### src/rtl/tx_write_arbiter.sv
// Round-robin arbiter sharing the TX FIFO write port between the CPU word path and the DMA burst path.
// Optional statistics counters (words_wr, stall_cyc) are enabled by defining TXARB_STATS_EN.
module tx_write_arbiter #(
    parameter int WIDTH = 32,
    parameter int BURST = 4,
    parameter int CNTW  = 16
) (
    input  logic             wclk,
    input  logic             rst_,
    input  logic             enable,
    input  logic             cpu_req,
    input  logic [WIDTH-1:0] cpu_data,
    output logic             cpu_ack,
    input  logic             dma_req,
    input  logic [WIDTH-1:0] dma_data,
    output logic             dma_ack,
    output logic             dma_done,
    input  logic             fifo_full,
    output logic             fifo_wr_en,
    output logic [WIDTH-1:0] fifo_din,
    output logic             ch_next,
    output logic             busy
`ifdef TXARB_STATS_EN
    ,
    output logic [CNTW-1:0]  words_wr,
    output logic [CNTW-1:0]  stall_cyc
`endif
);

    localparam int BW = (BURST > 1) ? $clog2(BURST) : 1;
    localparam logic [BW-1:0] LAST_BEAT = BW'(BURST - 1);

    typedef enum logic [1:0] {
        ARB     = 2'd0,
        GNT_CPU = 2'd1,
        GNT_DMA = 2'd2
    } state_t;

    state_t        state_q;
    logic          last_dma_q;
    logic [BW-1:0] beat_q;
    logic          done_q;
    logic          ch_q, ch_d;
    logic          xfer_cpu, xfer_dma;

    always_comb begin
        xfer_cpu   = (state_q == GNT_CPU) && cpu_req && !fifo_full && enable;
        xfer_dma   = (state_q == GNT_DMA) && dma_req && !fifo_full && enable;
        fifo_wr_en = xfer_cpu || xfer_dma;
        fifo_din   = '0;
        if (xfer_cpu) begin
            fifo_din = cpu_data;
        end else if (xfer_dma) begin
            fifo_din = dma_data;
        end
    end

    assign cpu_ack  = xfer_cpu;
    assign dma_ack  = xfer_dma;
    assign dma_done = done_q;
    assign busy     = (state_q != ARB);
    assign ch_next  = ch_q && enable;

    // last_dma_q=1 means DMA won most recently, so the CPU wins the next tie.
    always_ff @(posedge wclk or negedge rst_) begin
        if (!rst_) begin
            state_q    <= ARB;
            last_dma_q <= 1'b1;
            beat_q     <= '0;
            done_q     <= 1'b0;
        end else begin
            done_q <= 1'b0;
            case (state_q)
                ARB: begin
                    if (enable) begin
                        if (cpu_req && (!dma_req || last_dma_q)) begin
                            state_q <= GNT_CPU;
                        end else if (dma_req) begin
                            state_q <= GNT_DMA;
                            beat_q  <= '0;
                        end
                    end
                end
                GNT_CPU: begin
                    if (xfer_cpu) begin
                        state_q    <= ARB;
                        last_dma_q <= 1'b0;
                    end else if (!enable) begin
                        state_q <= ARB;
                    end
                end
                GNT_DMA: begin
                    if (!enable || !dma_req) begin
                        state_q <= ARB;
                        done_q  <= 1'b1;
                    end else if (xfer_dma) begin
                        if (beat_q == LAST_BEAT) begin
                            state_q    <= ARB;
                            last_dma_q <= 1'b1;
                            done_q     <= 1'b1;
                        end else begin
                            beat_q <= beat_q + 1'b1;
                        end
                    end
                end
                default: state_q <= ARB;
            endcase
        end
    end

    always_comb begin
        ch_d = ch_q;
        if (!enable) begin
            ch_d = 1'b0;
        end else if (fifo_wr_en) begin
            ch_d = !ch_q;
        end
    end

    always_ff @(posedge wclk or negedge rst_) begin
        if (!rst_) begin
            ch_q <= 1'b0;
        end else begin
            ch_q <= ch_d;
        end
    end

`ifdef TXARB_STATS_EN
    logic [CNTW-1:0] words_q, words_d;
    logic [CNTW-1:0] stall_q, stall_d;
    logic            stall_now;

    function automatic logic [CNTW-1:0] sat_inc(input logic [CNTW-1:0] v);
        return (&v) ? v : v + 1'b1;
    endfunction

    always_comb begin
        stall_now = fifo_full &&
                    (((state_q == GNT_CPU) && cpu_req) || ((state_q == GNT_DMA) && dma_req));
        words_d = words_q;
        stall_d = stall_q;
        if (!enable) begin
            words_d = '0;
            stall_d = '0;
        end else begin
            if (fifo_wr_en) words_d = sat_inc(words_q);
            if (stall_now)  stall_d = sat_inc(stall_q);
        end
    end

    always_ff @(posedge wclk or negedge rst_) begin
        if (!rst_) begin
            words_q <= '0;
            stall_q <= '0;
        end else begin
            words_q <= words_d;
            stall_q <= stall_d;
        end
    end

    assign words_wr  = words_q;
    assign stall_cyc = stall_q;
`endif

endmodule
### config.mk
export PLATFORM = sky130hd
export DESIGN_NAME = tx_write_arbiter
export DESIGN_NICKNAME = d
export VERILOG_FILES = /design/src/rtl/tx_write_arbiter.sv
export SDC_FILE = /design/constraint.sdc
export NUM_CORES = 1
export LEC_CHECK = 0
export BUFFER_PORTS_ARGS = -buffer_cell sky130_fd_sc_hd__clkbuf_2
export CAP_MARGIN = 10
export CORE_MARGIN = 2
export CORE_UTILIZATION = 33
export CTS_CLUSTER_DIAMETER = 120
export CTS_CLUSTER_SIZE = 20
export DETAILED_ROUTE_END_ITERATION = 7
export PLACE_DENSITY_LB_ADDON = 0.3
export SKIP_LAST_GASP = 1
export SYNTH_ARGS = -nofsm -noshare
export SYNTH_HDL_FRONTEND = slang
export SYNTH_SLANG_ARGS = --single-unit
### constraint.sdc
create_clock -name wclk -period 3.3 [get_ports wclk]
set_clock_uncertainty 0.05 [all_clocks]
set_input_delay 0.33 -clock wclk [delete_from_list [all_inputs] [get_ports wclk]]
set_output_delay 0.33 -clock wclk [all_outputs]
set_load 0.03 [all_outputs]
==> flow_summary.ini, run 1 <==
[drt]
first_pass_iters = 4
wl_per_cell_um = 13.9
top_layer = met4
wl_met3_um = 307
m1WireLength_um = 1110
vias = 1083
drt_wl_total_um = 2930
postRouteAntennaNets = 0
via_per_inst = 5.13
dr_wl_met2_um = 1510
drt_iter0_markers = 13
drc = 0

[timing]
rsz0062_at_grt = no
final_max_slew_viol_count = 0
tightest_slew_ns = 0.756
setup_ws_ns = 0.906
setup_viol = 0
min_period_ns = 2.39
clock.fmax_mhz = 418
hold_violations = 0
period_share_pct = 72.5
setup_tns_ns = 0
maxSlewHeadroom_pct = 49.5

[finish]
nets = 255
fillerInstances = 213
synthToLayoutAreaGrowth_pct = 68.1
diodes = 0
drive_gt1_share_pct = 65.0
final_area_mm2 = 0.00133

[synth]
synth-edff-count = 0
syn_nets = 148
synth_common_cells = 32 x a22o_1, 6 x buf_6, 6 x dfrtp_1, 4 x inv_1
synth_area_per_cell_um2 = 10.3
synthCells = 77
yosys-top-cells-area = a22o_1 35%, dfrtp_1 19%, buf_6 8.5%, nand3b_4 5.1%, o32ai_4 3.5%
seq_area_frac_synth_pct = 22.3
ys_async_sr_fraction_pct = 100
netlist_area_um2 = 792
yosysTopAreaCell = a22o_1
synth_top_area_share_pct = 35.4
yosysUniqueCellTypes = 25
ys_ff_latch = 7
synth_ff_type = dfrtp_1
synth.most_common_cell = a22o_1
yosys_warnings = 0

[pwr]
p_leak_uw = 0.000805
p_sw_uw = 112
p_int_uw = 208
p_seq_share_pct = 34.2
vdd_drop_max_uv = 293
pwr-share-comb_pct = 40.7
switching_share_pct = 35.0
p_per_area_mw_per_mm2 = 240
clkPwrFrac_pct = 25.1

[clocking]
postCtsSetupBuffers = 0
clkTransAtPathRegs_ns = 0.05
clock_sinks = 7
tritoncts = yes
cts_root_buffer = clkbuf_4
clkLatencyLatePin_ns = 0.25
cts_hold_buf = 1
cts_resized = 0
cts.path.max_buffers = 2
cts_max_level = 1
cts_buffers = 3

[place]
hpwl_um = 2410
gp_congestion = 0.809
placed_area_mm2 = 0.00129
portBuffers = 107
preCtsSetupSlack_ns = 1.20

[worst_setup_path]
cp-start-kind = flip-flop
rr_startpoint = state_q[0]
cp-end-kind = output port
crit_chain = nand3b_4 > nor2_4 > a22o_1 > clkbuf_2
required_ns = 2.92
cp_slowest_cell = nor2_4
path_buf_inv = 1
crit_family = simple AND/OR/NAND/NOR gates
crit-reg2reg-capture = last_dma_q
r2r_cells = 3
crit_fanout = 34
crit_cells = 4
rrSetupSlack_ns = 1.72
critPathMaxStageDelay_ns = 0.59
crit_type = reg -> out
worstPathArrival_ns = 2.01

[grt]
grt_pass1_vias = 958
grt_pass1_wl_um = 4170
grt_max_degree = 35
gr-usage-all-layers_pct = 19.7
overflow = 0
antenna_found_initial = 0

[job]
max_cap_viol_count = 0

[die]
core.rowCount = 17
core_area_mm2 = 0.00223
die_y_um = 53.0
ios = 108
start_util_pct = 35.5
die_w_um = 53.0
die_area_mm2 = 0.00281

[worst_hold_path]
hold_path_class = in -> reg
hold_path_startpoint = fifo_full
whs_endpoint = state_q[0]
holdPathStages = 3

[run_status]
status = completed
[final cells by class]
| class | count | area [µm²] | share of cell area [%] |
|---|---|---|---|
| Timing Repair Buffer | 108 | 546 | 41.0 |
| Inverter | 4 | 15.0 | 1.13 |
| Sequential cell | 7 | 176 | 13.3 |
| Tap cell | 28 | 35.0 | 2.63 |
| Multi-Input combinational cell | 60 | 533 | 40.0 |
| Clock buffer | 4 | 26.3 | 1.97 |
[routing by layer]
metal  vias to the layer above  global-route usage (%)
met5                         -                       0
met4                         0                    3.85
met3                         2                    4.24
met2                        58                    39.6
met1                       501                    20.4
li1                        522                       -
[worst min-delay path, delay by kind of cell]
family	cells	cell delay (ns)
simple gates	2	0.16
buf+inv	1	0.10
[worst max-delay path by stage]
stage / start / endpoint / slack [ns]
floorplan: state_q[0] / fifo_din[0] / 1.61
global placement: fifo_full / fifo_din[22] / 1.28
detailed placement: state_q[1] / fifo_din[22] / 1.20
CTS: state_q[1] / fifo_din[22] / 0.93
global route: state_q[1] / fifo_din[27] / 0.83
finish: state_q[1] / fifo_din[22] / 0.91
[registers in the layout, indices dropped and copies added (netlist names)]
| name | count |
|---|---|
| beat_q | 2 |
| last_dma_q | 1 |
| ch_q | 1 |
| state_q | 2 |
| dma_done | 1 |
[layout by cell type, fill, tap and decap left out, types with 2 or more instances in the layout]
| master | Yosys | final |
|---|---|---|
| nor2_4 | 2 | 2 |
| nor2_1 | 2 | 2 |
| nand3b_4 | 2 | 2 |
| nand2b_1 | 2 | 2 |
| inv_1 | 4 | 4 |
| a21oi_1 | 3 | 3 |
| nand2_1 | 3 | 3 |
| clkbuf_4 | 0 | 3 |
| clkbuf_2 | 0 | 107 |
| dfrtp_1 | 6 | 6 |
| a22o_1 | 32 | 32 |
[power by group through the flow]
stage	combinational (µW)	sequential, µW	clock (µW)
floorplan	71.0	109	0
global placement	127	109	0
detailed placement	130	111	0
CTS	131	109	81.1
global route	142	111	86.3
finish	130	109	80.4
[through the flow]
step	std cells	total power (µW)	hold WS, ns	utilization [%]
2_1_floorplan	77	180	-0.0156	-
3_3_place_gp	206	236	0.125	58.0
3_5_place_dp	206	240	0.130	58.0
4_1_cts	211	322	0.310	59.6
5_1_grt	211	340	0.325	59.6
6_report	211	320	0.315	59.6
[logic make-up (layout without fill, tap and decap cells)]
logic type | after synthesis | after routing | share of synthesized area [%]
AOI/OAI and AO/OA | 40 | 40 | 44.2
muxes | 2 | 2 | 3.16
DFF | 7 | 7 | 22.3
buffers and inverters | 10 | 116 | 10.4
and+or+nand+nor | 17 | 17 | 18.3
adders and majority gates | 1 | 1 | 1.58
Note: power is estimated with default switching activity, not from simulation.
==> run 2: changes to the inputs <==
--- a/config.mk
+++ b/config.mk
@@ -8,7 +8,7 @@
 export BUFFER_PORTS_ARGS = -buffer_cell sky130_fd_sc_hd__clkbuf_2
 export CAP_MARGIN = 10
 export CORE_MARGIN = 2
-export CORE_UTILIZATION = 33
+export CORE_UTILIZATION = 28
 export CTS_CLUSTER_DIAMETER = 120
 export CTS_CLUSTER_SIZE = 20
 export DETAILED_ROUTE_END_ITERATION = 7
==> constraint.sdc (replaced) <==
create_clock -name wclk -period 1.92 [get_ports wclk]
set_clock_uncertainty 0.05 [all_clocks]
set_input_delay 0.192 -clock wclk [delete_from_list [all_inputs] [get_ports wclk]]
set_output_delay 0.192 -clock wclk [all_outputs]
set_load 0.03 [all_outputs]
==> run 2 against run 1 <==
Net effect: clock power increased by 54%; worst setup slack got worse by 0.81 ns; sequential share of layout area decreased by 0.39 points; die area increased by 16%; combinational power increased by 75%; routed wire length decreased by 3.0%; hold slack got worse by 0.11 ns; critical path type unchanged.
==> flow_summary.ini, run 2 (synthesis results as in run 1) <==
[pwr]
p_per_area_mw_per_mm2 = 390
vdd_drop_max_uv = 442
finalPower_uw = 539
p_leak_uw = 0.000829

[clocking]
cts_max_level = 1
clkTransAtPathRegs_ns = 0.05
cts.path.max_buffers = 2
cts_root_buffer = clkbuf_4
cts_buffers = 3
clock_sinks = 7
tritoncts = yes
clkLatencyLatePin_ns = 0.24
postCtsSetupBuffers = 0

[die]
core_area_mm2 = 0.00271
die_area_mm2 = 0.00327
ios = 108
die_w_um = 57.2
core.rowCount = 19
start_util_pct = 29.2
die_y_um = 57.2

[timing]
maxSlewHeadroom_pct = 82.8
setup_tns_ns = 0
min_period_ns = 1.83
whs_ns = 0.205
rsz0062_at_grt = no
tightest_slew_ns = 0.254
setup_ws_ns = 0.0916
setup_viol = 0
period_share_pct = 95.2
final_max_slew_viol_count = 0
clock.fmax_mhz = 547
hold_violations = 0

[finish]
fin_util_pct = 51.0
diodes = 0
final_common_cell = clkbuf_2
synthToLayoutAreaGrowth_pct = 74.4
final_cell_mix = 106 x clkbuf_2, 32 x a22o_1, 5 x dfrtp_1
drive_gt1_share_pct = 66.3
reg_top3 = beat_q x2, state_q x2
nets = 259

[worst_setup_path]
crit_fanout = 24
cp-end-kind = output port
worstPathArrival_ns = 1.59
required_ns = 1.68
cp-start-kind = flip-flop
crit_type = reg -> out

[worst_hold_path]
hold_path_class = in -> reg

[grt]
gr-usage-all-layers_pct = 16.7
overflow = 0
grt_pass1_vias = 1031
grt_pass1_wl_um = 4480
antenna_found_initial = 0
grt_max_degree = 25

[place]
portBuffers = 107
hpwl_um = 2430
preCtsSetupSlack_ns = 0.246
gp_congestion = 0.793

[drt]
wl_per_cell_um = 13.0
via_per_inst = 4.88
drt_wl_total_um = 2840
drc = 0
postRouteAntennaNets = 0
drt_iter0_markers = 40
vias = 1063
first_pass_iters = 4

[run_status]
status = completed

[job]
max_cap_viol_count = 0
==> run 2: cell types whose count changed in the layout (fill, tap and decap cells not counted) <==
cell,previous run,this run
buf_2,0,1
buf_4,0,2
dfrtp_1,6,5
dfrtp_2,0,1
buf_8,0,2
clkbuf_2,107,106
==> run 2: layer usage <==
layer	vias to the layer above	track usage [%]	share of wire, %
met5	-	0	0
met4	0	2.66	0
met3	0	2.27	9.2
met2	49	32.2	53
met1	483	19.7	38
li1	531	-	-
==> run 2: path summary, 6_finish.rpt <==
path / cells past startpoint / end / slack (ns) / start
min in group asynchronous: 2 / ch_q / 0.27 / rst_
setup / recovery: 5 / fifo_din[23] / 0.09 / state_q[1]
hold / removal: 3 / state_q[0] / 0.20 / fifo_full
hold reg to reg: 1 / ch_q / 0.40 / ch_q
max in group asynchronous: 2 / last_dma_q / 1.32 / rst_
setup reg to reg: 3 / beat_q[1] / 0.42 / beat_q[0]
==> run 2: repair_timing <==
item                                   in CTS  in global routing
hold buffers                                1                  0
endpoints found under the hold margin       7                  0
cloned                                      0                  0
pin swaps                                   0                  0
setup endpoints to repair                   3                 31
gates resized for setup                     1                  5
==> run 2: metrics by stage <==
stage          cells  instance area [µm²]
2_1_floorplan     77                  792
3_3_place_gp     213                 1330
3_5_place_dp     213                 1330
4_1_cts          218                 1370
5_1_grt          218                 1380
6_report         218                 1380
==> run 2: cell type report <==
class | count | area, µm²
Timing Repair Buffer | 112 | 591
Clock buffer | 4 | 26.3
Multi-Input combinational cell | 60 | 533
Inverter | 4 | 15.0
Tap cell | 31 | 38.8
Sequential cell | 7 | 178
Fill cell | 267 | 1330
==> run 2: worst max-delay path: stages, from the launching register on <==
cell	delay, ns
dfrtp_1	0.45
nand3b_4	0.21
nor2_4	0.11
buf_8	0.18
a22o_1	0.18
clkbuf_2	0.21
==> run 2: power by group <==
part           internal [µW]  leakage, µW  total, µW  switching (µW)
sequential               170    0.0000905        188            17.7
combinational            112     0.000724        227             115
clock                   78.7    0.0000150        124            45.1
total                    360     0.000829        539             178
==> run 3: changes to the inputs <==
--- a/config.mk
+++ b/config.mk
@@ -12,7 +12,7 @@
 export CTS_CLUSTER_DIAMETER = 120
 export CTS_CLUSTER_SIZE = 20
 export DETAILED_ROUTE_END_ITERATION = 7
-export PLACE_DENSITY_LB_ADDON = 0.3
+export PLACE_DENSITY = 0.77
 export SKIP_LAST_GASP = 1
 export SYNTH_ARGS = -nofsm -noshare
 export SYNTH_HDL_FRONTEND = slang
==> run 3 against run 2 <==
Net effect: global-route usage shrank 0.38 points; highest routed layer is now met4; utilization down 0.23 points; register-to-register slack got worse by 0.02 ns; maximum frequency is essentially flat; cell count unchanged; via count up 0.19%; hold slack worse by 0.019 ns; critical path type unchanged.
==> flow_summary.ini, run 3 (synthesis results as in run 1) <==
[worst_setup_path]
crit_cells = 5
cp-end-kind = output port
critPathMaxStageDelay_ns = 0.45
crit_fanout = 14
path_buf_inv = 2
required_ns = 1.68
crit_family = flip-flops
rrSetupSlack_ns = 0.40
crit_type = reg -> out
cp-start-kind = flip-flop
worstPathArrival_ns = 1.59
r2r_cells = 3
cp_slowest_cell = dfrtp_2
crit_chain = nand3b_4 > nor2_4 > buf_4 > a22o_1 > clkbuf_2

[pwr]
pwr-share-comb_pct = 42.1
p_leak_uw = 0.000825
p_sw_uw = 181
switching_share_pct = 33.5
p_int_uw = 360
p_per_area_mw_per_mm2 = 394
p_seq_share_pct = 34.5
clkPwrFrac_pct = 23.4
vdd_drop_max_uv = 598
finalPower_uw = 542

[clocking]
cts.path.max_buffers = 2
tritoncts = yes
cts_buffers = 3
cts_max_level = 1
clkLatencyLatePin_ns = 0.24
cts_root_buffer = clkbuf_4
clock_sinks = 7
clkTransAtPathRegs_ns = 0.05

[drt]
vias = 1065
drc = 0
drt_iter0_markers = 46
via_per_inst = 4.89
wl_per_cell_um = 12.7
postRouteAntennaNets = 0
first_pass_iters = 4
drt_wl_total_um = 2770

[die]
die_area_mm2 = 0.00327
core.rowCount = 19
core_area_mm2 = 0.00271
start_util_pct = 29.2
die_y_um = 57.2
die_w_um = 57.2
ios = 108

[grt]
overflow = 0
gr-usage-all-layers_pct = 16.3
grt_max_degree = 21
grt_pass1_wl_um = 4350
antenna_found_initial = 0
grt_pass1_vias = 976

[timing]
period_share_pct = 95.2
maxSlewHeadroom_pct = 82.3
setup_viol = 0
tightest_slew_ns = 0.266
hold_violations = 0
clock.fmax_mhz = 547
rsz0062_at_grt = no
whs_ns = 0.186
setup_tns_ns = 0
min_period_ns = 1.83
final_max_slew_viol_count = 0

[job]
max_cap_viol_count = 0

[finish]
fin_util_pct = 50.7
nets = 259
final_common_cell = clkbuf_2
diodes = 0
final_cell_mix = 107 x clkbuf_2, 32 x a22o_1, 4 x inv_1, 4 x dfrtp_1
drive_gt1_share_pct = 66.8
reg_top3 = beat_q x2, state_q x2
synthToLayoutAreaGrowth_pct = 73.6

[run_status]
status = completed

[worst_hold_path]
holdPathStages = 3
hold_path_class = in -> reg

[place]
gp_congestion = 0.825
hpwl_um = 2460
portBuffers = 107
run 3: cell types whose count changed in the layout (fill, tap and decap cells not counted), sizes merged:
cell and change:
clkbuf +1, buf -1
run 3: layout make-up:
cell class / instances / area, µm²
Multi-Input combinational cell: 60 / 533
Tap cell: 31 / 38.8
Clock buffer: 4 / 26.3
Inverter: 4 / 15.0
Sequential cell: 7 / 179
Timing Repair Buffer: 112 / 583
Fill cell: 297 / 1340
run 3: routing by layer:
| metal | global-route usage, % | wire, µm | share of wire, % |
|---|---|---|---|
| met1 | 21.8 | 1150 | 41 |
| met3 | 2.27 | 255 | 9.2 |
| met5 | 0 | 0 | 0 |
| met4 | 2.99 | 19 | 0.69 |
| met2 | 28.2 | 1350 | 49 |
run 3: power by group through the flow:
stage               Combinational (µW)  Sequential (µW)  Clock, µW
global route                       249              190        140
CTS                                230              186        132
global placement                   223              187          0
detailed placement                 227              188          0
floorplan                          122              187          0
finish                             228              187        127
run 3: worst paths after layout:
path | from | to
min in group asynchronous | rst_ | dma_done
hold reg to reg | ch_q | ch_q
max in group asynchronous | rst_ | last_dma_q
hold / removal | fifo_full | state_q[0]
setup reg to reg | beat_q[0] | beat_q[1]
setup / recovery | state_q[0] | fifo_din[15]
run 3: stage by stage:
stage	instances	area, µm²	setup slack [ns]
2_1_floorplan	77	792	0.314
3_3_place_gp	213	1330	0.294
5_1_grt	218	1380	0.00960
6_report	218	1380	0.0919
4_1_cts	218	1370	0.0200
3_5_place_dp	213	1330	0.283
run 3: repair_timing:
action                     in CTS  in global routing
setup endpoints to repair       0                 24
hold buffers                    1                  0
buffers inserted                0                  0
hold endpoints to repair        7                  0
resized for setup               0                  4
run 3: worst min-delay path, stage by stage:
cell,delay (ns)
clkbuf_2,0.10
nor2_1,0.10
nor4b_1,0.05
